<file path="src/rtl/card_game_pkg.sv">
// Shared definitions for the card-flip memory game: card state encoding,
// turn sequencer state encoding and default board geometry.
package card_game_pkg;

    // Default board geometry: 16 cards, 8 symbols, 2 cards per symbol.
    localparam int DEF_NUM_CARDS = 16;
    localparam int DEF_SYM_W     = 3;

    // Per-card display state. The encoding 2'b11 is never produced.
    typedef logic [1:0] card_state_t;

    localparam card_state_t CARD_HIDDEN  = 2'b00;
    localparam card_state_t CARD_FLIPPED = 2'b01;
    localparam card_state_t CARD_MATCHED = 2'b10;

    // Turn sequencer states.
    typedef enum logic [2:0] {
        ST_IDLE,    // waiting for the first flip of a turn
        ST_ONE_UP,  // one card face up, waiting for the second flip
        ST_CHECK,   // single cycle symbol comparison
        ST_HOLD,    // mismatched pair held face up, input locked
        ST_WON      // all pairs found, waiting for new_game/reset
    } turn_state_t;

endpackage

</file>
<file path="src/rtl/hold_timer.sv">
// Loadable down-counter that times the mismatch reveal. Once loaded it
// counts while `count` is high and flags `expire` during the last cycle.
module hold_timer #(
    parameter int HOLD_CYCLES = 25_000_000
) (
    input  logic clk,
    input  logic reset,
    input  logic clear,
    input  logic load,
    input  logic count,
    output logic expire
);

    localparam int CNT_W = $clog2(HOLD_CYCLES + 1);
    localparam logic [CNT_W-1:0] LOAD_VALUE = CNT_W'(HOLD_CYCLES);
    localparam logic [CNT_W-1:0] LAST_VALUE = CNT_W'(1);

    logic [CNT_W-1:0] remaining;

    // Remaining hold cycles: cleared, reloaded, or decremented toward zero.
    // NOTE: state registers use non-blocking assignments so every flop in the
    // design samples the pre-edge values, whatever order the blocks run in.
    always_ff @(posedge clk or posedge reset) begin
        if (reset) begin
            remaining <= '0;
        end else if (clear) begin
            remaining <= '0;
        end else if (load) begin
            remaining <= LOAD_VALUE;
        end else if (count && (remaining != '0)) begin
            remaining <= remaining - LAST_VALUE;
        end
    end

    // The final counted cycle is the one in which the count reads 1.
    assign expire = count && (remaining == LAST_VALUE);

endmodule

</file>
<file path="src/rtl/match_turn_controller.sv">
// Turn sequencer for the 4x4 card-flip memory game. Owns the per-card state
// vector, runs first flip -> second flip -> compare -> hold -> resolve, and
// keeps the move/pair counters and the win flag for the display layer.
module match_turn_controller
    import card_game_pkg::*;
#(
    parameter int NUM_CARDS   = DEF_NUM_CARDS,
    parameter int SYM_W       = DEF_SYM_W,
    parameter int HOLD_CYCLES = 25_000_000,
    parameter int MOVE_W      = 8
) (
    input  logic                       clk,
    input  logic                       reset,
    input  logic                       new_game,
    input  logic                       select_pulse,
    input  logic [3:0]                 cursor_pos,
    input  logic [NUM_CARDS*SYM_W-1:0] card_values,
    output logic [2*NUM_CARDS-1:0]     card_states,
    output logic                       input_lock,
    output logic [MOVE_W-1:0]          move_count,
    output logic [3:0]                 pairs_matched,
    output logic                       match_pulse,
    output logic                       mismatch_pulse,
    output logic                       game_won
);

    localparam int               IDX_W       = $clog2(NUM_CARDS);
    localparam logic [3:0]       PAIRS_TOTAL = 4'(NUM_CARDS / 2);
    localparam logic [3:0]       PAIR_ONE    = 4'd1;
    localparam logic [MOVE_W-1:0] MOVE_ONE   = MOVE_W'(1);
    localparam logic [MOVE_W-1:0] MOVE_MAX   = {MOVE_W{1'b1}};

    turn_state_t      state;
    card_state_t      cards [NUM_CARDS];
    logic [SYM_W-1:0] syms  [NUM_CARDS];
    logic [IDX_W-1:0] first_pos;
    logic [IDX_W-1:0] second_pos;
    logic [IDX_W-1:0] cursor_idx;

    logic cursor_in_range;
    logic sel_hidden;
    logic accept_first;
    logic accept_second;
    logic resolve_match;
    logic resolve_mismatch;
    logic hold_count;
    logic hold_expire;

    // Unpack the symbol bus and pack the card states for the display layer.
    for (genvar i = 0; i < NUM_CARDS; i++) begin : g_card
        assign syms[i]               = card_values[i*SYM_W +: SYM_W];
        assign card_states[2*i +: 2] = cards[i];
    end

    // Turn decisions shared by the FSM and the card state update.
    // NOTE: every signal gets a default at the top of the block so no path
    // leaves one unassigned, which would otherwise infer a latch.
    always_comb begin
        cursor_in_range  = 1'b0;
        cursor_idx       = '0;
        sel_hidden       = 1'b0;
        accept_first     = 1'b0;
        accept_second    = 1'b0;
        resolve_match    = 1'b0;
        resolve_mismatch = 1'b0;
        hold_count       = 1'b0;

        cursor_in_range = int'(cursor_pos) < NUM_CARDS;
        cursor_idx      = IDX_W'(cursor_pos);
        sel_hidden      = select_pulse && !new_game && cursor_in_range &&
                          (cards[cursor_idx] == CARD_HIDDEN);

        accept_first  = sel_hidden && (state == ST_IDLE);
        accept_second = sel_hidden && (state == ST_ONE_UP) &&
                        (cursor_idx != first_pos);

        if (!new_game && (state == ST_CHECK)) begin
            resolve_match    = (syms[first_pos] == syms[second_pos]);
            resolve_mismatch = !resolve_match;
        end
        hold_count = !new_game && (state == ST_HOLD);
    end

    hold_timer #(
        .HOLD_CYCLES(HOLD_CYCLES)
    ) u_hold_timer (
        .clk    (clk),
        .reset  (reset),
        .clear  (new_game),
        .load   (resolve_mismatch),
        .count  (hold_count),
        .expire (hold_expire)
    );

    // Turn FSM with registered counters, pulses, lock and win flag.
    always_ff @(posedge clk or posedge reset) begin
        if (reset) begin
            state          <= ST_IDLE;
            first_pos      <= '0;
            second_pos     <= '0;
            move_count     <= '0;
            pairs_matched  <= '0;
            match_pulse    <= 1'b0;
            mismatch_pulse <= 1'b0;
            game_won       <= 1'b0;
            input_lock     <= 1'b0;
        end else begin
            match_pulse    <= 1'b0;
            mismatch_pulse <= 1'b0;
            if (new_game) begin
                state         <= ST_IDLE;
                first_pos     <= '0;
                second_pos    <= '0;
                move_count    <= '0;
                pairs_matched <= '0;
                game_won      <= 1'b0;
                input_lock    <= 1'b0;
            end else begin
                case (state)
                    ST_IDLE: begin
                        if (accept_first) begin
                            first_pos <= cursor_idx;
                            state     <= ST_ONE_UP;
                        end
                    end
                    ST_ONE_UP: begin
                        if (accept_second) begin
                            second_pos <= cursor_idx;
                            if (move_count != MOVE_MAX) begin
                                move_count <= move_count + MOVE_ONE;
                            end
                            input_lock <= 1'b1;
                            state      <= ST_CHECK;
                        end
                    end
                    ST_CHECK: begin
                        if (resolve_match) begin
                            pairs_matched <= pairs_matched + PAIR_ONE;
                            match_pulse   <= 1'b1;
                            if ((pairs_matched + PAIR_ONE) == PAIRS_TOTAL) begin
                                game_won <= 1'b1;
                                state    <= ST_WON;
                            end else begin
                                input_lock <= 1'b0;
                                state      <= ST_IDLE;
                            end
                        end else begin
                            mismatch_pulse <= 1'b1;
                            state          <= ST_HOLD;
                        end
                    end
                    ST_HOLD: begin
                        if (hold_expire) begin
                            input_lock <= 1'b0;
                            state      <= ST_IDLE;
                        end
                    end
                    ST_WON: begin
                        game_won   <= 1'b1;
                        input_lock <= 1'b1;
                    end
                    default: begin
                        input_lock <= 1'b0;
                        state      <= ST_IDLE;
                    end
                endcase
            end
        end
    end

    // Card state vector: flips on accepted selects, resolves after compare/hold.
    // NOTE: the card array is a small register file read by the display, so
    // every entry is reset explicitly rather than left to power-up contents.
    always_ff @(posedge clk or posedge reset) begin
        if (reset) begin
            for (int i = 0; i < NUM_CARDS; i++) begin
                cards[i] <= CARD_HIDDEN;
            end
        end else if (new_game) begin
            for (int i = 0; i < NUM_CARDS; i++) begin
                cards[i] <= CARD_HIDDEN;
            end
        end else begin
            if (accept_first || accept_second) begin
                cards[cursor_idx] <= CARD_FLIPPED;
            end
            if (resolve_match) begin
                cards[first_pos]  <= CARD_MATCHED;
                cards[second_pos] <= CARD_MATCHED;
            end
            if (hold_expire) begin
                cards[first_pos]  <= CARD_HIDDEN;
                cards[second_pos] <= CARD_HIDDEN;
            end
        end
    end

endmodule

</file>
<file path="config.mk">
export PLATFORM = sky130hd
export DESIGN_NAME = match_turn_controller
export DESIGN_NICKNAME = d
export VERILOG_FILES = /design/src/rtl/card_game_pkg.sv /design/src/rtl/hold_timer.sv /design/src/rtl/match_turn_controller.sv
export SDC_FILE = /design/constraint.sdc
export NUM_CORES = 1
export LEC_CHECK = 0
export CAP_MARGIN = 5
export CORE_UTILIZATION = 57
export CTS_CLUSTER_DIAMETER = 200
export DETAILED_ROUTE_END_ITERATION = 7
export GPL_ROUTABILITY_DRIVEN = 1
export PLACE_DENSITY = 0.9
export SYNTH_ARGS = -nofsm -noshare
export SYNTH_HDL_FRONTEND = slang
export SYNTH_HIERARCHICAL = 1
export SYNTH_SLANG_ARGS = --single-unit
</file>
<file path="constraint.sdc">
create_clock -name clk -period 4.25 [get_ports clk]
set_input_delay 0.85 -clock clk [delete_from_list [all_inputs] [get_ports clk]]
set_output_delay 0.85 -clock clk [all_outputs]
set_load 0.005 [all_outputs]
</file>
==> impl_metrics.csv <==
group,metric,value,unit
min_path,worstHoldStart,"move_count[5]",
sta,min_period,3760,ps
setup_path,critPathTopFamily,"simple AND/OR/NAND/NOR gates",
routing,routed_wirelength,16.2,mm
clock_network,cts_tree,"done",
clock_network,htree_levels,3,
clock_network,cts_buffer_depth,2,
setup_path,critPathRequiredTime,4540,ps
routing,drtPass1Iterations,5,
routing,drt_iter0_drc,549,
floorplanning,die_area,10200,sq um
pwr,peakVddDrop,152,uV
yosys,synth_top_flop_cell,"dfrtp_1",
yosys,ys_types,69,
sta,setup_ws,489,ps
yosys,avgSynthCellArea,9.65,sq um
placement,portBuffers,103,
floorplanning,start_util,59.4,%
routing,wire_per_inst,20.3,um
setup_path,worstPathBufferInverterCount,0,
sta,rsz0062_at_grt,"no",
pwr,p_leak,2.70,nW
setup_path,reg2reg_to,"u_hold_timer/remaining[7]",
yosys,ys_seq_area_share,37.7,%
sta,tns,0,ps
routing,drc_errors,0,
sta,timing.final.crit_share,88.5,%
pwr,design_power_total,1.61,mW
yosys,synth_fp_nets,639,
min_path,min_to,"move_count[5]",
clock_network,cts.clk_slew.worst_paths,90,ps
sta,clock.fmax,266,MHz
setup_path,rr_startpoint,"first_pos[0]",
grt,grt_pass1_wl,25.6,mm
setup_path,cp_max_fo,18,
placement,dp_hpwl,11.6,mm
final_layout,drive_gt1_share,13.9,%
grt,use_met2,53.5,%
final_layout,areaGrowthSynthToFinish,22.6,%
setup_path,worstSetupPathType,"reg2reg",
sta,final-setup-viol-count,0,
routing,via_per_inst,6.76,
pwr,powerDensity,235,nW/um^2
grt,grt_antenna_before_repair,0,
clock_network,cts_hold_buf,0,
sta,slew-limit-headroom,33.7,%
placement,pre_cts_ws,369,ps
yosys,synth_area,5570,sq um
clock_network,clock-sinks,84,
final_layout,design_area,6830,sq um
grt,overflow,0,
placement,dpl-instance-area,6650,sq um
clock_network,numCtsBuffers,9,
grt,grt_pass1_vias,5248,
placement,place.gp.congestion,0.976,
yosys,async_reset_ff_share,100,%
floorplanning,core-area,9370,sq um
grt,grt_util_met3,8.46,%
sta,hold_violations,0,
grt,grt.total_usage,32.3,%
min_path,hp-class,"reg2reg",
outcome,status,"completed",
setup_path,cp_slowest_cell,"dfrtp_1",
setup_path,r2r_setup_slack,490,ps
routing,antenna_left,0,
grt,grt.busiest_layer,"met2",
setup_path,path_common_cell,"nand3_1",
floorplanning,die_h,101,um
grt,grt_max_degree,42,
yosys,synth_seq_cells,84,
final_layout,fin_nets,726,
min_path,worstHoldPathCells,1,
setup_path,arrival,4050,ps
clock_network,root_buffer,"clkbuf_8",
final_layout,final_cell_mix,"clkdlybuf4s50_1, dfrtp_1, a21oi_1, nor2_1, nand2_1",
floorplanning,ios,104,
setup_path,crit_path_start_kind,"register",
final_layout,final_common_cell,"clkdlybuf4s50_1",
setup_path,end_kind,"register",
floorplanning,rows,35,
yosys,yosys_warnings,6,
sta,maxSlewViolCount,0,
run,cap_violations,0,
yosys,synth_edf_count,0,
sta,worst_slew_pin_slew,994,ps
routing,vias,5399,
sta,skew,16.8,ps
floorplanning,die_w,101,um
clock_network,insertion_delay,360,ps
yosys,syn_inst,577,
setup_path,max_stage_delay,990,ps
setup_path,path_cells,"mux4_2, a22oi_1, nand3_1, xnor2_1, nand3_1, and2_1, or2_2, or4_1, nand2_1",
grt,globalRouteMet1Util,40.8,%
setup_path,rr_worst_depth,9,
clock_network,cts_resized,0,
clock_network,postCtsSetupRepairBufs,0,
report_power, final:
part	leakage, nW	switching (mW)	total, mW	internal, mW
clock network	0.0873	0.312	0.530	0.218
registers	1.17	0.0201	0.825	0.805
logic	1.44	0.124	0.252	0.128
final cells by class:
type / instances / area (sq um)
Timing Repair Buffer: 120 / 1150
Clock inverter: 6 / 47.5
Fill cell: 675 / 2540
Antenna cell: 1 / 2.50
Multi-Input combinational cell: 432 / 3170
Clock buffer: 10 / 128
Inverter: 17 / 63.8
Tap cell: 129 / 161
Sequential cell: 84 / 2100
logic make-up after synthesis:
logic type / Yosys count / synth area share [%]
compound gates: 168 / 20.6
xor+xnor: 9 / 1.42
fa+ha+maj: 6 / 1.35
buf+inv: 61 / 5.39
flops: 84 / 37.7
mux: 38 / 12.6
simple gates: 211 / 20.9
synth_stat cells, types with 3 or more instances:
| master | number | share of area, % |
|---|---|---|
| dfrtp_1 | 84 | 38 |
| a21oi_1 | 53 | 4.8 |
| nor2_1 | 35 | 2.4 |
| nand2_1 | 33 | 2.2 |
| nand3_1 | 31 | 2.8 |
| mux4_2 | 25 | 10 |
| clkbuf_1 | 24 | 1.6 |
| a211oi_1 | 18 | 2.4 |
| nor3_1 | 18 | 1.6 |
| o22ai_1 | 17 | 1.9 |
| inv_1 | 15 | 1.0 |
| nor2b_1 | 13 | 1.5 |
| or3_1 | 13 | 1.5 |
| a2bb2oi_1 | 12 | 1.9 |
| nand2b_1 | 11 | 1.2 |
| or4_1 | 11 | 1.5 |
| a31oi_1 | 10 | 1.1 |
| or2_2 | 10 | 1.1 |
| o21ai_0 | 9 | 0.81 |
| mux2i_1 | 7 | 1.3 |
| o31ai_1 | 7 | 0.94 |
| a22oi_1 | 6 | 0.81 |
| buf_2 | 6 | 0.54 |
| buf_4 | 6 | 0.81 |
| ha_1 | 6 | 1.3 |
| mux2_2 | 6 | 1.2 |
| o2111ai_1 | 6 | 0.94 |
| or3_2 | 6 | 0.81 |
| nor4_1 | 5 | 0.56 |
| xor2_1 | 5 | 0.79 |
| a311oi_1 | 4 | 0.63 |
| and3_1 | 4 | 0.45 |
| buf_6 | 4 | 0.81 |
| o32a_1 | 4 | 0.72 |
| xnor2_1 | 4 | 0.63 |
| and2_1 | 3 | 0.34 |
| buf_1 | 3 | 0.20 |
| nand3b_1 | 3 | 0.40 |
| o211ai_1 | 3 | 0.40 |
| o41ai_1 | 3 | 0.47 |
layer usage:
metal,vias to the layer above,wire length (um)
met5,-,0
met4,0,459
met3,50,1650
met2,312,7790
met1,2644,6310
li1,2393,-
stage by stage:
step	hold slack (ps)	cells	util, %
final	519	799	72.9
after global routing	532	798	72.9
after CTS	520	798	72.9
after detailed placement	507	782	71.0
after global placement	500	782	71.0
after floorplan	483	577	-
worst register-to-register path, stage by stage (launching register included):
cell,delay (ps)
dfrtp_1,990
mux4_2,620
a22oi_1,270
nand3_1,130
xnor2_1,220
nand3_1,170
and2_1,270
or2_2,440
or4_1,510
nand2_1,80
worst max-delay path by stage:
stage / from / end / slack, ps / cells past startpoint
after floorplan: card_values[9] / u_hold_timer/remaining[3] / 1120 / 9
after global placement: card_values[0] / u_hold_timer/remaining[3] / 470 / 10
after detailed placement: card_values[6] / u_hold_timer/remaining[7] / 370 / 10
after CTS: first_pos[0] / u_hold_timer/remaining[7] / 500 / 9
after global routing: first_pos[0] / u_hold_timer/remaining[7] / 270 / 9
final: first_pos[0] / u_hold_timer/remaining[7] / 490 / 9
sequential cells by signal (all words and copies together), names as in the netlist:
| register | flops |
|---|---|
| pairs_matched | 4 |
| mismatch_pulse | 1 |
| game_won | 1 |
| move_count | 8 |
| first_pos | 4 |
| second_pos | 4 |
| match_pulse | 1 |
| u_hold_timer/remaining | 25 |
| state | 3 |
| input_lock | 1 |
| card_states | 32 |
Note: power is estimated with default switching activity, not from simulation.
